File: config.mk
export PLATFORM = sky130hd
export DESIGN_NAME = vga_cpu_write_buffer_flat
export DESIGN_NICKNAME = d
export VERILOG_FILES = /design/src/rtl/vga_cpu_write_buffer_if.sv /design/src/rtl/vga_cpu_write_buffer.sv /design/src/flat_wrapper.sv
export SDC_FILE = /design/constraint.sdc
export NUM_CORES = 1
export LEC_CHECK = 0
export ABC_AREA = 1
export BUFFER_PORTS_ARGS = -buffer_cell sky130_fd_sc_hd__buf_2
export CELL_PAD_IN_SITES_DETAIL_PLACEMENT = 1
export CELL_PAD_IN_SITES_GLOBAL_PLACEMENT = 2
export CORE_ASPECT_RATIO = 0.6
export CORE_MARGIN = 5
export CORE_UTILIZATION = 34
export CTS_CLUSTER_SIZE = 24
export DETAILED_ROUTE_END_ITERATION = 7
export GPL_ROUTABILITY_DRIVEN = 0
export MAX_ROUTING_LAYER = met4
export PLACE_DENSITY = 0.82
export SLEW_MARGIN = 25
export SYNTH_ARGS = -nofsm -noshare
export SYNTH_HDL_FRONTEND = slang
export SYNTH_SLANG_ARGS = --single-unit
File: constraint.sdc
create_clock -name clock -period 2.5 [get_ports clock]
set_clock_uncertainty 0.2 [all_clocks]
set_input_delay 0.5 -clock clock [delete_from_list [all_inputs] [get_ports clock]]
set_output_delay 0.5 -clock clock [all_outputs]
set_load 0.01 [all_outputs]
File: src/rtl/vga_cpu_write_buffer_if.sv
// CPU-side bus bundle for the VGA write buffer:
// strobes, address/data in, ready and read data back.
interface vga_cpu_write_buffer_if;
  logic        _vga_mem;
  logic        _rd;
  logic        _wr;
  logic        _bhe;
  logic [16:0] addr;
  logic [15:0] wdata;
  logic        rdy;
  logic [15:0] rdata;

  modport master (
    output _vga_mem, _rd, _wr, _bhe, addr, wdata,
    input  rdy, rdata
  );

  modport slave (
    input  _vga_mem, _rd, _wr, _bhe, addr, wdata,
    output rdy, rdata
  );
endinterface

File: src/rtl/vga_cpu_write_buffer.sv
// Posted-write queue and slot scheduler for CPU access
// to the 4-bank VGA SRAM; writes retire in idle fetch slots.
module vga_cpu_write_buffer #(
  parameter int DEPTH    = 4,
  parameter int WE_WIDTH = 2
) (
  input  logic                        clock,
  input  logic                        _reset,
  vga_cpu_write_buffer_if.slave       cpu,
  input  logic                        slot_grant,
  output logic                        ram_req,
  output logic [14:0]                 ram_addr,
  output logic [3:0]                  _cs_ram,
  output logic [3:0]                  _we_ram,
  output logic                        ram_dir,
  output logic [15:0]                 ram_wdata,
  input  logic [15:0]                 ram_rdata,
  output logic [2:0]                  fifo_level
);

  localparam int AW = $clog2(DEPTH);
  localparam int LW = AW + 1;

  typedef enum logic [3:0] {
    IDLE, W1, W2, W3, W4, R1, R2, R3, R4
  } state_t;

  // addr[0] is kept so the low-bank select survives queueing
  typedef struct packed {
    logic [16:0] addr;
    logic        bhe;
    logic [15:0] data;
  } entry_t;

  state_t state_q, state_d;
  logic [2:0] vga_q, vga_d, rd_q, rd_d, wr_q, wr_d;
  entry_t mem_q [DEPTH];
  entry_t mem_d [DEPTH];
  logic [AW-1:0] wptr_q, wptr_d, rptr_q, rptr_d;
  logic [LW-1:0] level_q, level_d;
  entry_t hold_q, hold_d, head, push_entry;
  logic wreq_q, wreq_d;
  logic [16:0] raddr_q, raddr_d;
  logic rbhe_q, rbhe_d, rpend_q, rpend_d;
  logic rdy_q, rdy_d;
  logic [15:0] rdata_q, rdata_d;
  logic wr_fall, rd_fall, full, push_req, push, pop, rd_done;
  logic [3:0] wcs, rcs;
  logic [4:0] lvl_ext;

  function automatic logic [3:0] sel(
    input logic a1, input logic a0, input logic bhe
  );
    return a1 ? {bhe, a0, 2'b11} : {2'b11, bhe, a0};
  endfunction

  assign head       = mem_q[rptr_q];
  assign wcs        = sel(head.addr[1], head.addr[0], head.bhe);
  assign rcs        = sel(raddr_q[1], raddr_q[0], rbhe_q);
  assign wr_fall    = wr_q[2] & ~wr_q[1] & ~vga_q[1];
  assign rd_fall    = rd_q[2] & ~rd_q[1] & ~vga_q[1];
  assign full       = level_q == LW'(DEPTH);
  assign push_req   = wreq_q | wr_fall;
  assign push       = push_req & (~full | pop);
  assign push_entry = wreq_q ? hold_q
                    : {cpu.addr, cpu._bhe, cpu.wdata};
  assign lvl_ext    = 5'(level_q);
  assign fifo_level = (lvl_ext > 5'd7) ? 3'd7 : lvl_ext[2:0];
  assign cpu.rdy    = rdy_q;
  assign cpu.rdata  = rdata_q;

  // slot sequencer: RAM control outputs decoded from state
  always_comb begin
    state_d   = state_q;
    pop       = 1'b0;
    rd_done   = 1'b0;
    ram_req   = 1'b0;
    ram_dir   = 1'b1;
    ram_addr  = '0;
    _cs_ram   = 4'hF;
    _we_ram   = 4'hF;
    ram_wdata = '0;
    rdata_d   = rdata_q;
    unique case (state_q)
      IDLE: begin
        if (slot_grant) begin
          if (level_q != '0)  state_d = W1;
          else if (rpend_q)   state_d = R1;
        end
      end
      W1, W2, W3, W4: begin
        ram_req   = 1'b1;
        ram_addr  = head.addr[16:2];
        _cs_ram   = wcs;
        ram_wdata = head.data;
        if (state_q == W2 ||
            (state_q == W3 && WE_WIDTH > 1))
          _we_ram = wcs;
        case (state_q)
          W1:      state_d = W2;
          W2:      state_d = W3;
          W3:      state_d = W4;
          default: begin
            pop     = 1'b1;
            state_d = IDLE;
          end
        endcase
      end
      R1, R2, R3: begin
        ram_req  = 1'b1;
        ram_dir  = 1'b0;
        ram_addr = raddr_q[16:2];
        _cs_ram  = rcs;
        case (state_q)
          R1:      state_d = R2;
          R2:      state_d = R3;
          default: begin
            rdata_d = ram_rdata;
            state_d = R4;
          end
        endcase
      end
      R4: begin
        ram_req  = 1'b1;
        ram_dir  = 1'b0;
        ram_addr = raddr_q[16:2];
        rd_done  = 1'b1;
        state_d  = IDLE;
      end
      default: state_d = IDLE;
    endcase
  end

  // strobe sync, queue bookkeeping and CPU ready
  always_comb begin
    vga_d   = {vga_q[1:0], cpu._vga_mem};
    rd_d    = {rd_q[1:0], cpu._rd};
    wr_d    = {wr_q[1:0], cpu._wr};
    mem_d   = mem_q;
    hold_d  = hold_q;
    wreq_d  = wreq_q;
    rdy_d   = rdy_q;
    raddr_d = raddr_q;
    rbhe_d  = rbhe_q;
    rpend_d = rpend_q;
    if (push) mem_d[wptr_q] = push_entry;
    wptr_d  = wptr_q + AW'(push);
    rptr_d  = rptr_q + AW'(pop);
    level_d = level_q + LW'(push) - LW'(pop);
    if (push_req & ~push) begin
      wreq_d = 1'b1;
      rdy_d  = 1'b0;
      if (!wreq_q) hold_d = push_entry;
    end
    if (push) begin
      wreq_d = 1'b0;
      if (wreq_q) rdy_d = 1'b1;
    end
    if (rd_done) begin
      rpend_d = 1'b0;
      rdy_d   = 1'b1;
    end
    if (rd_fall) begin
      rpend_d = 1'b1;
      raddr_d = cpu.addr;
      rbhe_d  = cpu._bhe;
      rdy_d   = 1'b0;
    end
  end

  // state registers, async reset aborts any slot in flight
  always_ff @(posedge clock or negedge _reset) begin
    if (!_reset) begin
      state_q <= IDLE;
      vga_q   <= 3'b111;
      rd_q    <= 3'b111;
      wr_q    <= 3'b111;
      for (int i = 0; i < DEPTH; i++) mem_q[i] <= '0;
      wptr_q  <= '0;
      rptr_q  <= '0;
      level_q <= '0;
      hold_q  <= '0;
      wreq_q  <= 1'b0;
      raddr_q <= '0;
      rbhe_q  <= 1'b1;
      rpend_q <= 1'b0;
      rdy_q   <= 1'b1;
      rdata_q <= '0;
    end else begin
      state_q <= state_d;
      vga_q   <= vga_d;
      rd_q    <= rd_d;
      wr_q    <= wr_d;
      mem_q   <= mem_d;
      wptr_q  <= wptr_d;
      rptr_q  <= rptr_d;
      level_q <= level_d;
      hold_q  <= hold_d;
      wreq_q  <= wreq_d;
      raddr_q <= raddr_d;
      rbhe_q  <= rbhe_d;
      rpend_q <= rpend_d;
      rdy_q   <= rdy_d;
      rdata_q <= rdata_d;
    end
  end

endmodule
File: src/flat_wrapper.sv
// flat-port wrapper written by rule: the top's interface ports become plain ports
module vga_cpu_write_buffer_flat 
#(
  parameter int DEPTH    = 4,
  parameter int WE_WIDTH = 2
)
  (clock, _reset, slot_grant, ram_req, ram_addr, _cs_ram, _we_ram, ram_dir, ram_wdata, ram_rdata, fifo_level, cpu__vga_mem, cpu__rd, cpu__wr, cpu__bhe, cpu_addr, cpu_wdata, cpu_rdy, cpu_rdata);
  vga_cpu_write_buffer_if cpu_i ();
  input  logic clock;
  input  logic _reset;
  input  logic slot_grant;
  output logic ram_req;
  output logic [14:0] ram_addr;
  output logic [3:0] _cs_ram;
  output logic [3:0] _we_ram;
  output logic ram_dir;
  output logic [15:0] ram_wdata;
  input  logic [15:0] ram_rdata;
  output logic [2:0] fifo_level;
  input wire logic [$bits(cpu_i._vga_mem)-1:0] cpu__vga_mem;
  input wire logic [$bits(cpu_i._rd)-1:0] cpu__rd;
  input wire logic [$bits(cpu_i._wr)-1:0] cpu__wr;
  input wire logic [$bits(cpu_i._bhe)-1:0] cpu__bhe;
  input wire logic [$bits(cpu_i.addr)-1:0] cpu_addr;
  input wire logic [$bits(cpu_i.wdata)-1:0] cpu_wdata;
  output wire logic [$bits(cpu_i.rdy)-1:0] cpu_rdy;
  output wire logic [$bits(cpu_i.rdata)-1:0] cpu_rdata;
  assign cpu_i._vga_mem = cpu__vga_mem;
  assign cpu_i._rd = cpu__rd;
  assign cpu_i._wr = cpu__wr;
  assign cpu_i._bhe = cpu__bhe;
  assign cpu_i.addr = cpu_addr;
  assign cpu_i.wdata = cpu_wdata;
  assign cpu_rdy = cpu_i.rdy;
  assign cpu_rdata = cpu_i.rdata;
  vga_cpu_write_buffer #(.DEPTH(DEPTH), .WE_WIDTH(WE_WIDTH)) u_core (.clock(clock), ._reset(_reset), .cpu(cpu_i), .slot_grant(slot_grant), .ram_req(ram_req), .ram_addr(ram_addr), ._cs_ram(_cs_ram), ._we_ram(_we_ram), .ram_dir(ram_dir), .ram_wdata(ram_wdata), .ram_rdata(ram_rdata), .fifo_level(fifo_level));
endmodule
==> run summary, run 1 <==
status: finished with violations
failing checks: setup timing
Post-DP HPWL: 24.0 mm
Mapped Nets: 1453
worst slew pin tran: 0.873 ns
Setup WS post-layout: -0.232 ns
CTS max path bufs: 3
worst stage delay on the critical path: 0.41 ns
most frequent cells in the layout: nand2_1, dfrtp_1, nand3_1
vias: 10.2k
core area: 31000 um2
mux cell area share after synthesis: 0%
crit path DAT: 2.03 ns
critical path endpoint: ram_addr[6]
fin crit period: 2.73 ns
H-Tree Depth: 1
die area: 35000 um2
most frequent CP cell: nor2_4
Overflow after GRT: 0
number of setup violations in the final report: 41
clock-pin slew on the worst setup and hold paths: 0.07 ns
Non-Filler Instances: 1973
n_diodes: 0
initial antenna violation count: 0
Post-Syn Area: 10600 um2
pin count of the biggest net entering global routing: 69
Setup CP Type: register to output port
I/O Pins: 117
post-synthesis adder-cell area fraction: 0.777%
Initial Util: 34.3%
Slew Limit Headroom: 41.2%
Synth Area in Simple Gates: 32.3%
nets@finish: 1602
Worst EP required: 1.80 ns
Layout area overhead: 31.5%
Pwr Density: 1480 nW/um2
maximum clock rate: 366 MHz
Yosys reg bits: 226
WL final: 41.2 mm
# clock sinks: 226
number of routed nets with antenna violations: 0
Die Y: 147 um
Final Util: 45.1%
Worst R2R End: u_core.level_q[1]
max-cap viol count: 0
post-synthesis compound-gate area fraction: 7.46%
worst path cell trace: nor2_4 -> buf_4 -> nor2_4 -> bufbuf_16 -> o21ai_0 -> nand2_1 -> buf_2
Worst-Skew Late Latency: 0.54 ns
Hold Vio Cnt, Final: 0
unrepaired setup endpoints after global routing: yes
DRC Markers: 0
worst min path class: input port to register
worst-path fanout max: 11
peak supply drop: 0.000619 V
most common cell after layout, fill and taps aside: nand2_1
Startpoint Class: register
Worst R2R Path Depth: 11
number of global-route vias before repair: 10.4k
LEAKAGE: 7.13 nW
worst r2r src: u_core.state_q[1]
Worst R2R Setup Slack: 0.11 ns
Critical Path Source: u_core.state_q[1]
total CTS buffers: 24
CP max-delay cell: dfrtp_1
synthesized area per cell: 7.64 um2
Cells after Synth: 1391
Seq/Total Area, Yosys: 53.3%
Synth Area in XOR/XNOR: 0.247%
GRT Total Usage: 23.6%
DR WL/cell: 20.9 um
YS warnings: 0
number of instances in the placed design: 1878
first-pass GRT wire length: 63.4 mm
Yosys cell types: 28
crit share post-route: 109%
Pre-antenna DRT Iters: 5
CP Capture Type: output port
initial drt markers: 703
WHS Path Cells: 3
Final Max Slew Viols: 0
vias per inst: 5.15
Die W: 238 um
number of buffers added on ports: 116
row cnt: 50
CTS tree: done
Root Buffer: clkbuf_16
layout cells sized above 1: 23.4%
largest family of logic cells by synthesized area: simple AND/OR/NAND/NOR gates
-- where the power goes --
| part | total, mW | internal (mW) | leakage [nW] | switching [mW] |
|---|---|---|---|---|
| combinational | 10.5 | 4.26 | 4.06 | 6.27 |
| clock | 3.79 | 2.24 | 0.408 | 1.55 |
| sequential | 6.41 | 5.37 | 2.66 | 1.03 |
| total | 20.7 | 11.9 | 7.13 | 8.86 |
-- how the worst min path moves through the flow --
stage / start / slack [ns] / end
floorplan: _reset / 0.004 / u_core.cpu.rdata[0]
global placement: u_core.wr_q[0] / 0.15 / u_core.wr_q[1]
detailed placement: u_core.rd_q[0] / 0.15 / u_core.rd_q[1]
CTS: cpu_addr[5] / 0.04 / u_core.raddr_q[5]
global route: cpu_addr[5] / 0.06 / u_core.raddr_q[5]
finish: cpu_addr[5] / 0.05 / u_core.raddr_q[5]
-- layout make-up --
cell class	instances	area, um2
tap	416	520
timing repair buffer	210	1980
clock inverter	6	80.1
sequential	226	5670
fill	3703	17000
multi-input combinational	1015	4740
clock buffer	37	741
inverter	63	250
-- metrics by stage --
| stage | hold WS, ns | area [um2] | setup TNS (ns) | power (mW) | setup slack, ns |
|---|---|---|---|---|---|
| final | 0.0467 | 14000 | -6.52 | 20.7 | -0.232 |
| after detailed placement | 0.148 | 11900 | 0 | 14.1 | 0.0416 |
| after global routing | 0.0648 | 14000 | -9.44 | 22.0 | -0.284 |
| after global placement | 0.146 | 11900 | 0 | 13.9 | 0.192 |
| after CTS | 0.0374 | 13700 | -7.10 | 19.8 | -0.229 |
| after floorplan | 0.00441 | 10600 | 0 | 10.8 | 0.259 |
-- cell usage after synthesis (all sizes together) --
| cell | count | area share (%) |
|---|---|---|
| a21oi | 34 | 1.6 |
| buf | 37 | 1.9 |
| clkbuf | 50 | 1.8 |
| clkinv | 1 | 0.035 |
| dfrtp | 216 | 51 |
| dfstp | 10 | 2.5 |
| fa | 1 | 0.19 |
| ha | 5 | 0.59 |
| inv | 62 | 2.2 |
| nand2 | 642 | 23 |
| nand3 | 155 | 7.3 |
| nand4 | 1 | 0.059 |
| nor2 | 49 | 1.9 |
| nor3 | 4 | 0.28 |
| o21ai | 103 | 4.8 |
| o21bai | 1 | 0.071 |
| o22ai | 16 | 0.94 |
| or2 | 1 | 0.059 |
| xor2 | 3 | 0.25 |
-- sequential cells by signal, summed over array words and instances, names as in the netlist --
name              cells
u_core.wptr_q         2
u_core.hold_q        34
u_core.raddr_q       17
u_core.level_q        3
u_core.mem_q        136
u_core.cpu.rdy        1
u_core.cpu.rdata     16
u_core.rptr_q         2
u_core.wr_q           3
u_core.wreq_q         1
u_core.state_q        4
u_core.rbhe_q         1
u_core.rpend_q        1
u_core.rd_q           3
u_core.vga_q          2
-- cells by family after synthesis --
family | count (synthesis)
flip-flops | 226
adder cells (fa/ha/maj) | 6
AND/OR/NAND/NOR | 852
buffers and inverters | 150
XOR/XNOR | 3
AO/OA/AOI/OAI | 154
-- what timing repair did --
| action | 4_1_cts | 5_1_grt |
|---|---|---|
| endpoints found under the hold margin | 61 | 0 |
| cloned | 11 | 2 |
| pin swaps | 9 | 18 |
| setup buffers | 16 | 4 |
| gates resized for setup | 99 | 101 |
| hold buffers | 20 | 0 |
| setup endpoints to repair | 41 | 41 |
-- layer usage --
metal	part of all wire [%]	vias up	track usage, %
met2	43	259	33.8
li1	-	4701	-
met5	0	-	-
met1	50	5156	36.2
met4	1.7	0	3.78
met3	5.7	49	3.40
-- critical path: cells and delay by family (launching register included) --
kind,cells,cell delay (ns)
buf+inv,3,0.59
flops,1,0.41
simple gates,3,0.33
compound gates,1,0.16
Note: power is estimated with default switching activity, not from simulation.
==> run 2, diff against run 1 <==
==> constraint.sdc (replaced) <==
create_clock -name clock -period 2.8 [get_ports clock]
set_clock_uncertainty 0.2 [all_clocks]
set_input_delay 0.56 -clock clock [delete_from_list [all_inputs] [get_ports clock]]
set_output_delay 0.56 -clock clock [all_outputs]
set_load 0.01 [all_outputs]
==> run summary, run 2 (synthesis results as in run 1) <==
Worst EP required: 2.04 ns (+0.24 ns)
CTS max path bufs: 3 (unchanged)
Layout area overhead: 24.1%
number of routed nets with antenna violations: 0 (unchanged)
DR WL/cell: 19.9 um (-4.8%)
Seq. cell area: 5670 um2 (unchanged)
worst min path class: input port to register
crit share post-route: 99.5%
setup_tns: 0 ns (+6.52 ns)
status: finished, final reports clean
crit path DAT: 2.03 ns (about the same)
worst path cell trace: nor2_4 -> inv_2 -> nor2_4 -> nor2_4 -> clkinv_4 -> buf_12 -> o21ai_2 -> nand2_1 -> buf_2
initial antenna violation count: 2 (+2)
DRC Markers: 0 (unchanged)
Post-DP HPWL: 23.7 mm (-1.1%)
Startpoint Class: register
fin crit period: 2.79 ns
most frequent cells in the layout: nand2_1, dfrtp_1, nand3_1
core area: 31000 um2 (unchanged)
number of fill cells: 3798 (+2.6%)
met2 Use GR: 31.6% (-2.2 points)
CP max-delay cell: dfrtp_1
WL final: 38.9 mm (-5.7%)
nets@finish: 1581 (-1.3%)
unrepaired setup endpoints after global routing: yes
most frequent CP cell: nor2_4
most common cell after layout, fill and taps aside: nand2_1
peak supply drop: 0.000645 V (+4.2%)
CTS tree: done
Die Y: 147 um (unchanged)
Largest regs: u_core.mem_q (136), u_core.hold_q (34), u_core.raddr_q (17)
first-pass GRT wire length: 60.8 mm (-4.1%)
worst-path fanout max: 9 (-2)
layout cells sized above 1: 18.6% (-4.8 points)
Initial Util: 34.3% (unchanged)
die area: 35000 um2 (unchanged)
pin count of the biggest net entering global routing: 71 (+2.9%)
DP Area: 11800 um2 (-0.59%)
LEAKAGE: 6.82 nW (-4.4%)
Hold Vio Cnt, Final: 0 (unchanged)
clock-pin slew on the worst setup and hold paths: 0.06 ns (about the same)
Pwr Density: 1280 nW/um2 (-14%)
GRT Total Usage: 22.4% (-1.2 points)
Root Buffer: clkbuf_16
Overflow after GRT: 0 (unchanged)
Slew Limit Headroom: 36.2% (-5.0 points)
met1 Usage GRT: 34.9% (-1.3 points)
Setup WS post-layout: 0.0128 ns (+0.245 ns)
max reg flops: 136 (unchanged)
row cnt: 50 (unchanged)
area of the multi-input gates: 4460 um2 (-6.0%)
Biggest register: u_core.mem_q
Worst-Skew Late Latency: 0.53 ns (about the same)
number of setup violations in the final report: 0 (-100%)
Setup CP Type: register to output port
Final Cell Area: 13200 um2 (-5.6%)
Final Max Slew Viols: 0 (unchanged)
maximum clock rate: 359 MHz
worst slew pin tran: 0.947 ns (+0.0743 ns)
H-Tree Depth: 1 (unchanged)
GRT busiest layer: met1
pre-CTS WS: 0.208 ns (+0.166 ns)
total CTS buffers: 24 (unchanged)
worst path bufs/invs: 4 (+1)
worst stage delay on the critical path: 0.41 ns (about the same)
number of buffers added on ports: 116 (unchanged)
vias per inst: 5.13 (-0.51%)
met3 Track Usage GR: 3.47% (+0.075 points)
initial drt markers: 744 (+5.8%)
# clock sinks: 226 (unchanged)
max-cap viol count: 0 (unchanged)
Pre-antenna DRT Iters: 5 (unchanged)
number of global-route vias before repair: 10.1k (-2.3%)
Die W: 238 um (unchanged)
vias: 10.0k (-1.4%)
family with the most delay on the worst path: simple AND/OR/NAND/NOR gates
I/O Pins: 117 (unchanged)
CP Capture Type: output port
## run 2: tightest hold or removal path: stages
cell and delay [ns]:
buf_2 0.08, nand2_1 0.04, nand2_1 0.05
## run 2: metal layers
metal | wire length [um] | up-vias
met3 | 2270 | 30
met2 | 16300 | 263
met1 | 19800 | 5060
met4 | 414 | 0
met5 | 0 | -
li1 | - | 4668
## run 2: final cells by class
cell class              count  area share, %
diodes                      2         0.0379
multi-input cells        1015           33.8
inverters                  63           1.88
clock buffers              40           5.55
clock inverters             4          0.199
repair buffers            189           11.6
flip-flops and latches    226           43.0
well taps                 416           3.94
## run 2: metrics by stage
stage	power [mW]	instances	utilization, %	hold WS, ns
final	16.9	1955	42.5	0.0423
after CTS	16.3	1941	41.5	0.0199
after floorplan	9.64	1391	-	0.0644
after detailed placement	12.5	1882	38.0	0.149
after global routing	18.1	1955	42.5	0.0329
after global placement	12.2	1882	38.0	0.145
## run 2: final timing paths
path / startpoint / endpoint / slack [ns] / depth (start not counted)
max: u_core.state_q[1] / ram_addr[14] / 0.01 / 9
min: ram_rdata[6] / u_core.cpu.rdata[6] / 0.04 / 3
min reg2reg: u_core.wr_q[0] / u_core.wr_q[1] / 0.16 / 0
min in group asynchronous: _reset / u_core.cpu.rdata[13] / 0.39 / 2
max in group asynchronous: _reset / u_core.cpu.rdy / 1.18 / 3
max reg2reg: u_core.state_q[1] / u_core.mem_q[15] / 0.37 / 10
## run 2: repair_timing
action / CTS / global route
hold buffers: 4 / 0
resized for setup: 39 / 63
setup endpoints to repair: 37 / 37
hold endpoints to repair: 68 / 0
cloned: 5 / 2
setup buffers: 6 / 10
pin swaps: 4 / 12
## run 2: where the power goes
| part | internal (mW) | total (mW) | switching, mW |
|---|---|---|---|
| Sequential | 4.80 | 5.71 | 0.916 |
| Clock | 1.78 | 3.14 | 1.36 |
| Combinational | 3.09 | 8.04 | 4.95 |
==> run 3, diff against run 2 <==
--- a/config.mk
+++ b/config.mk
@@ -5,18 +5,17 @@
 export SDC_FILE = /design/constraint.sdc
 export NUM_CORES = 1
 export LEC_CHECK = 0
-export ABC_AREA = 1
 export BUFFER_PORTS_ARGS = -buffer_cell sky130_fd_sc_hd__buf_2
 export CELL_PAD_IN_SITES_DETAIL_PLACEMENT = 1
 export CELL_PAD_IN_SITES_GLOBAL_PLACEMENT = 2
 export CORE_ASPECT_RATIO = 0.6
 export CORE_MARGIN = 5
-export CORE_UTILIZATION = 34
+export CORE_UTILIZATION = 42
 export CTS_CLUSTER_SIZE = 24
 export DETAILED_ROUTE_END_ITERATION = 7
 export GPL_ROUTABILITY_DRIVEN = 0
 export MAX_ROUTING_LAYER = met4
-export PLACE_DENSITY = 0.82
+export PLACE_DENSITY = 0.83
 export SLEW_MARGIN = 25
 export SYNTH_ARGS = -nofsm -noshare
 export SYNTH_HDL_FRONTEND = slang
==> run summary, run 3 <==
total CTS buffers: 23 (-4.2%)
CTS max path bufs: 3 (unchanged)
number of instances in the placed design: 1109 (-41%)
most frequent cell after synthesis: dfrtp_1
GRT Total Usage: 19.5% (-2.9 points)
max reg flops: 136 (unchanged)
peak supply drop: 0.000490 V (-24%)
Seq/Total Area, Yosys: 55.4% (+2.0 points)
worst min path class: input port to register
DP Area: 11400 um2 (-3.7%)
Biggest register: u_core.mem_q
number of buffers added on ports: 116 (unchanged)
worst r2r src: u_core.state_q[1]
metal3 WL: 962 um (-58%)
Final Cell Area: 12600 um2 (-4.8%)
family with the most delay on the worst path: multiplexers
Largest regs: u_core.mem_q (136), u_core.hold_q (34), u_core.raddr_q (17)
Overflow after GRT: 0 (unchanged)
pre-CTS WS: 0.214 ns (+0.00608 ns)
crit path DAT: 2.25 ns (+0.22 ns)
Setup CP Type: register to output port
WL met2: 12.8 mm (-22%)
worst-path fanout max: 6 (-3)
Worst R2R Setup Slack: 0.11 ns (-0.26 ns)
clock-pin slew on the worst setup and hold paths: 0.06 ns (about the same)
CTS tree: done
EDFF count, synth: 0 (unchanged)
worst path bufs/invs: 2 (-2)
WL final: 26.3 mm (-32%)
Setup WS post-layout: -0.206 ns (-0.218 ns)
critical path endpoint: _cs_ram[2]
first-pass GRT wire length: 41.5 mm (-32%)
main flop type after synthesis: dfrtp_1
synthesized area per cell: 14.9 um2 (+95%)
Slew Limit Headroom: 63.0% (+27 points)
Worst R2R Path Depth: 8 (-2)
Post-DP HPWL: 17.1 mm (-28%)
number of global-route vias before repair: 7222 (-29%)
vias per inst: 5.31 (+3.6%)
H-Tree Depth: 1 (unchanged)
YS warnings: 0 (unchanged)
initial antenna violation count: 0 (-2)
Final Max Slew Viols: 0 (unchanged)
CP Capture Type: output port
Pre-antenna DRT Iters: 4 (-1)
DRC Markers: 0 (unchanged)
nets@finish: 897 (-43%)
Top Metal Used: met4
area of the multi-input gates: 4400 um2 (-1.3%)
Yosys cell types: 45 (+61%)
Root Buffer: clkbuf_16
met1 WL: 12.2 mm (-38%)
maximum clock rate: 333 MHz (-7.3%)
synth cell count leaders: dfrtp_1, mux2_2, nand2_1, mux4_2, mux2_4
most area-hungry cell type in the Yosys netlist: dfrtp_1
most frequent cells in the layout: dfrtp_1, mux2_2, buf_2
Hold Vio Cnt, Final: 0 (unchanged)
Startpoint Class: register
Mapped Nets: 748 (-49%)
LEAKAGE: 5.62 nW (-18%)
final hold slack: 0.0442 ns (+0.00188 ns)
Yosys reg bits: 226 (unchanged)
DR WL/cell: 22.4 um (+13%)
Post-Syn Area: 10200 um2 (-3.7%)
vias: 6221 (-38%)
FFs w/ async S/R, synth: 100% (unchanged)
die area: 27700 um2 (-21%)
failing checks: setup timing
Worst EP required: 2.04 ns (about the same)
max-cap viol count: 0 (unchanged)
row cnt: 44 (-12%)
# clock sinks: 226 (unchanged)
Die W: 212 um (-11%)
core area: 24100 um2 (-22%)
worst path cell trace: buf_4 -> mux4_2 -> nand2b_1 -> a21oi_2 -> a41oi_1 -> buf_2
worst slew pin tran: 0.555 ns (-0.392 ns)
Worst R2R End: u_core.level_q[2]
Yosys top cell area share: 52.8% (+2.0 points)
Die Y: 131 um (-11%)
Non-Filler Instances: 1172 (-40%)
most common cell after layout, fill and taps aside: dfrtp_1
Worst-Skew Late Latency: 0.51 ns (-0.02 ns)
unrepaired setup endpoints after global routing: yes
worst stage delay on the critical path: 0.54 ns (+0.13 ns)
Critical Path Source: u_core.rptr_q[0]
CP max-delay cell: mux4_2
Pwr Density: 1260 nW/um2 (-1.3%)
n_diodes: 0 (-2)
number of fill cells: 2359 (-38%)
Layout area overhead: 22.7%
Synth area leaders: dfrtp_1, mux2_2, mux4_2
status: finished with violations
number of routed nets with antenna violations: 0 (unchanged)
number of setup violations in the final report: 39 (+39)
initial drt markers: 301 (-60%)
critical path depth: 6 (-3)
Seq. cell area: 5670 um2 (unchanged)
Total Power: 15.9 mW (-6.0%)
Hold Crit Start: ram_rdata[8]
crit share post-route: 107% (+7.8 points)
pin count of the biggest net entering global routing: 69 (-2.8%)
fin crit period: 3.01 ns (+0.218 ns)
layout cells sized above 1: 57.6% (+39 points)
Cells after Synth: 686 (-51%)
Initial Util: 42.5% (+8.2 points)
I/O Pins: 117 (unchanged)
==> run 3: cell count changes in the layout (fill, tap and decap cells not counted), sizes merged, moves of 38 or more <==
cell,previous run,this run
inv,60,10
o21ai,103,2
nand3,155,2
nand2,642,54
nor2,49,11
mux2,0,220
==> run 3: timing repair <==
item	in CTS	in global routing
resized for setup	38	16
setup endpoints to repair	39	40
hold buffers	4	0
hold endpoints to repair	67	0
gates cloned	0	1
buffers inserted	3	15
pin swaps	3	3
==> run 3: routing by layer <==
| layer | vias to the layer above | GRT usage [%] |
|---|---|---|
| met5 | - | - |
| met4 | 0 | 2.50 |
| met3 | 25 | 3.17 |
| met2 | 106 | 32.7 |
| met1 | 3314 | 26.2 |
| li1 | 2776 | - |
==> run 3: how the worst min path moves through the flow <==
stage / endpoint / slack, ns / cells past startpoint
final: u_core.cpu.rdata[8] / 0.04 / 3
after global routing: u_core.cpu.rdata[10] / 0.04 / 3
after CTS: u_core.cpu.rdata[8] / 0.03 / 3
after detailed placement: u_core.rd_q[1] / 0.15 / 0
after global placement: u_core.vga_q[1] / 0.15 / 0
after floorplan: u_core.cpu.rdata[0] / 0.06 / 0
==> run 3: layout make-up <==
type	instances	area share (%)
sequential	226	45.1
multi-input combinational	405	35.0
timing repair buffer	169	10.3
clock buffer	33	5.12
tap	322	3.21
clock inverter	7	0.926
inverter	10	0.299
==> run 3: stage by stage <==
stage	util, %	TNS, ns
6_report	52.1	-5.11
5_1_grt	52.1	-7.85
4_1_cts	51.2	-3.75
3_5_place_dp	47.1	0
3_3_place_gp	47.1	0
2_1_floorplan	-	0
==> run 3: cells by family (layout without fill, tap and decap cells) <==
family | Yosys count | count (layout) | synth area share, %
DFF | 226 | 226 | 55.4
and+or+nand+nor | 104 | 104 | 5.25
xor gates and xnor gates | 6 | 6 | 0.513
muxes | 254 | 254 | 32.8
AOI/OAI and AO/OA | 35 | 35 | 2.59
buffers and inverters | 55 | 219 | 2.70
adders and majority gates | 6 | 6 | 0.807
==> run 3: power breakdown <==
| group | internal (mW) | switching (mW) | total [mW] |
|---|---|---|---|
| sequential | 4.79 | 0.929 | 5.72 |
| combinational | 3.96 | 3.07 | 7.03 |
| clock | 1.87 | 1.27 | 3.14 |
| total | 10.6 | 5.26 | 15.9 |
==> run 3: worst min-delay path: cells and delay by family <==
family                 cells  cell delay (ns)
AND/OR/NAND/NOR            2             0.09
buffers and inverters      1             0.07
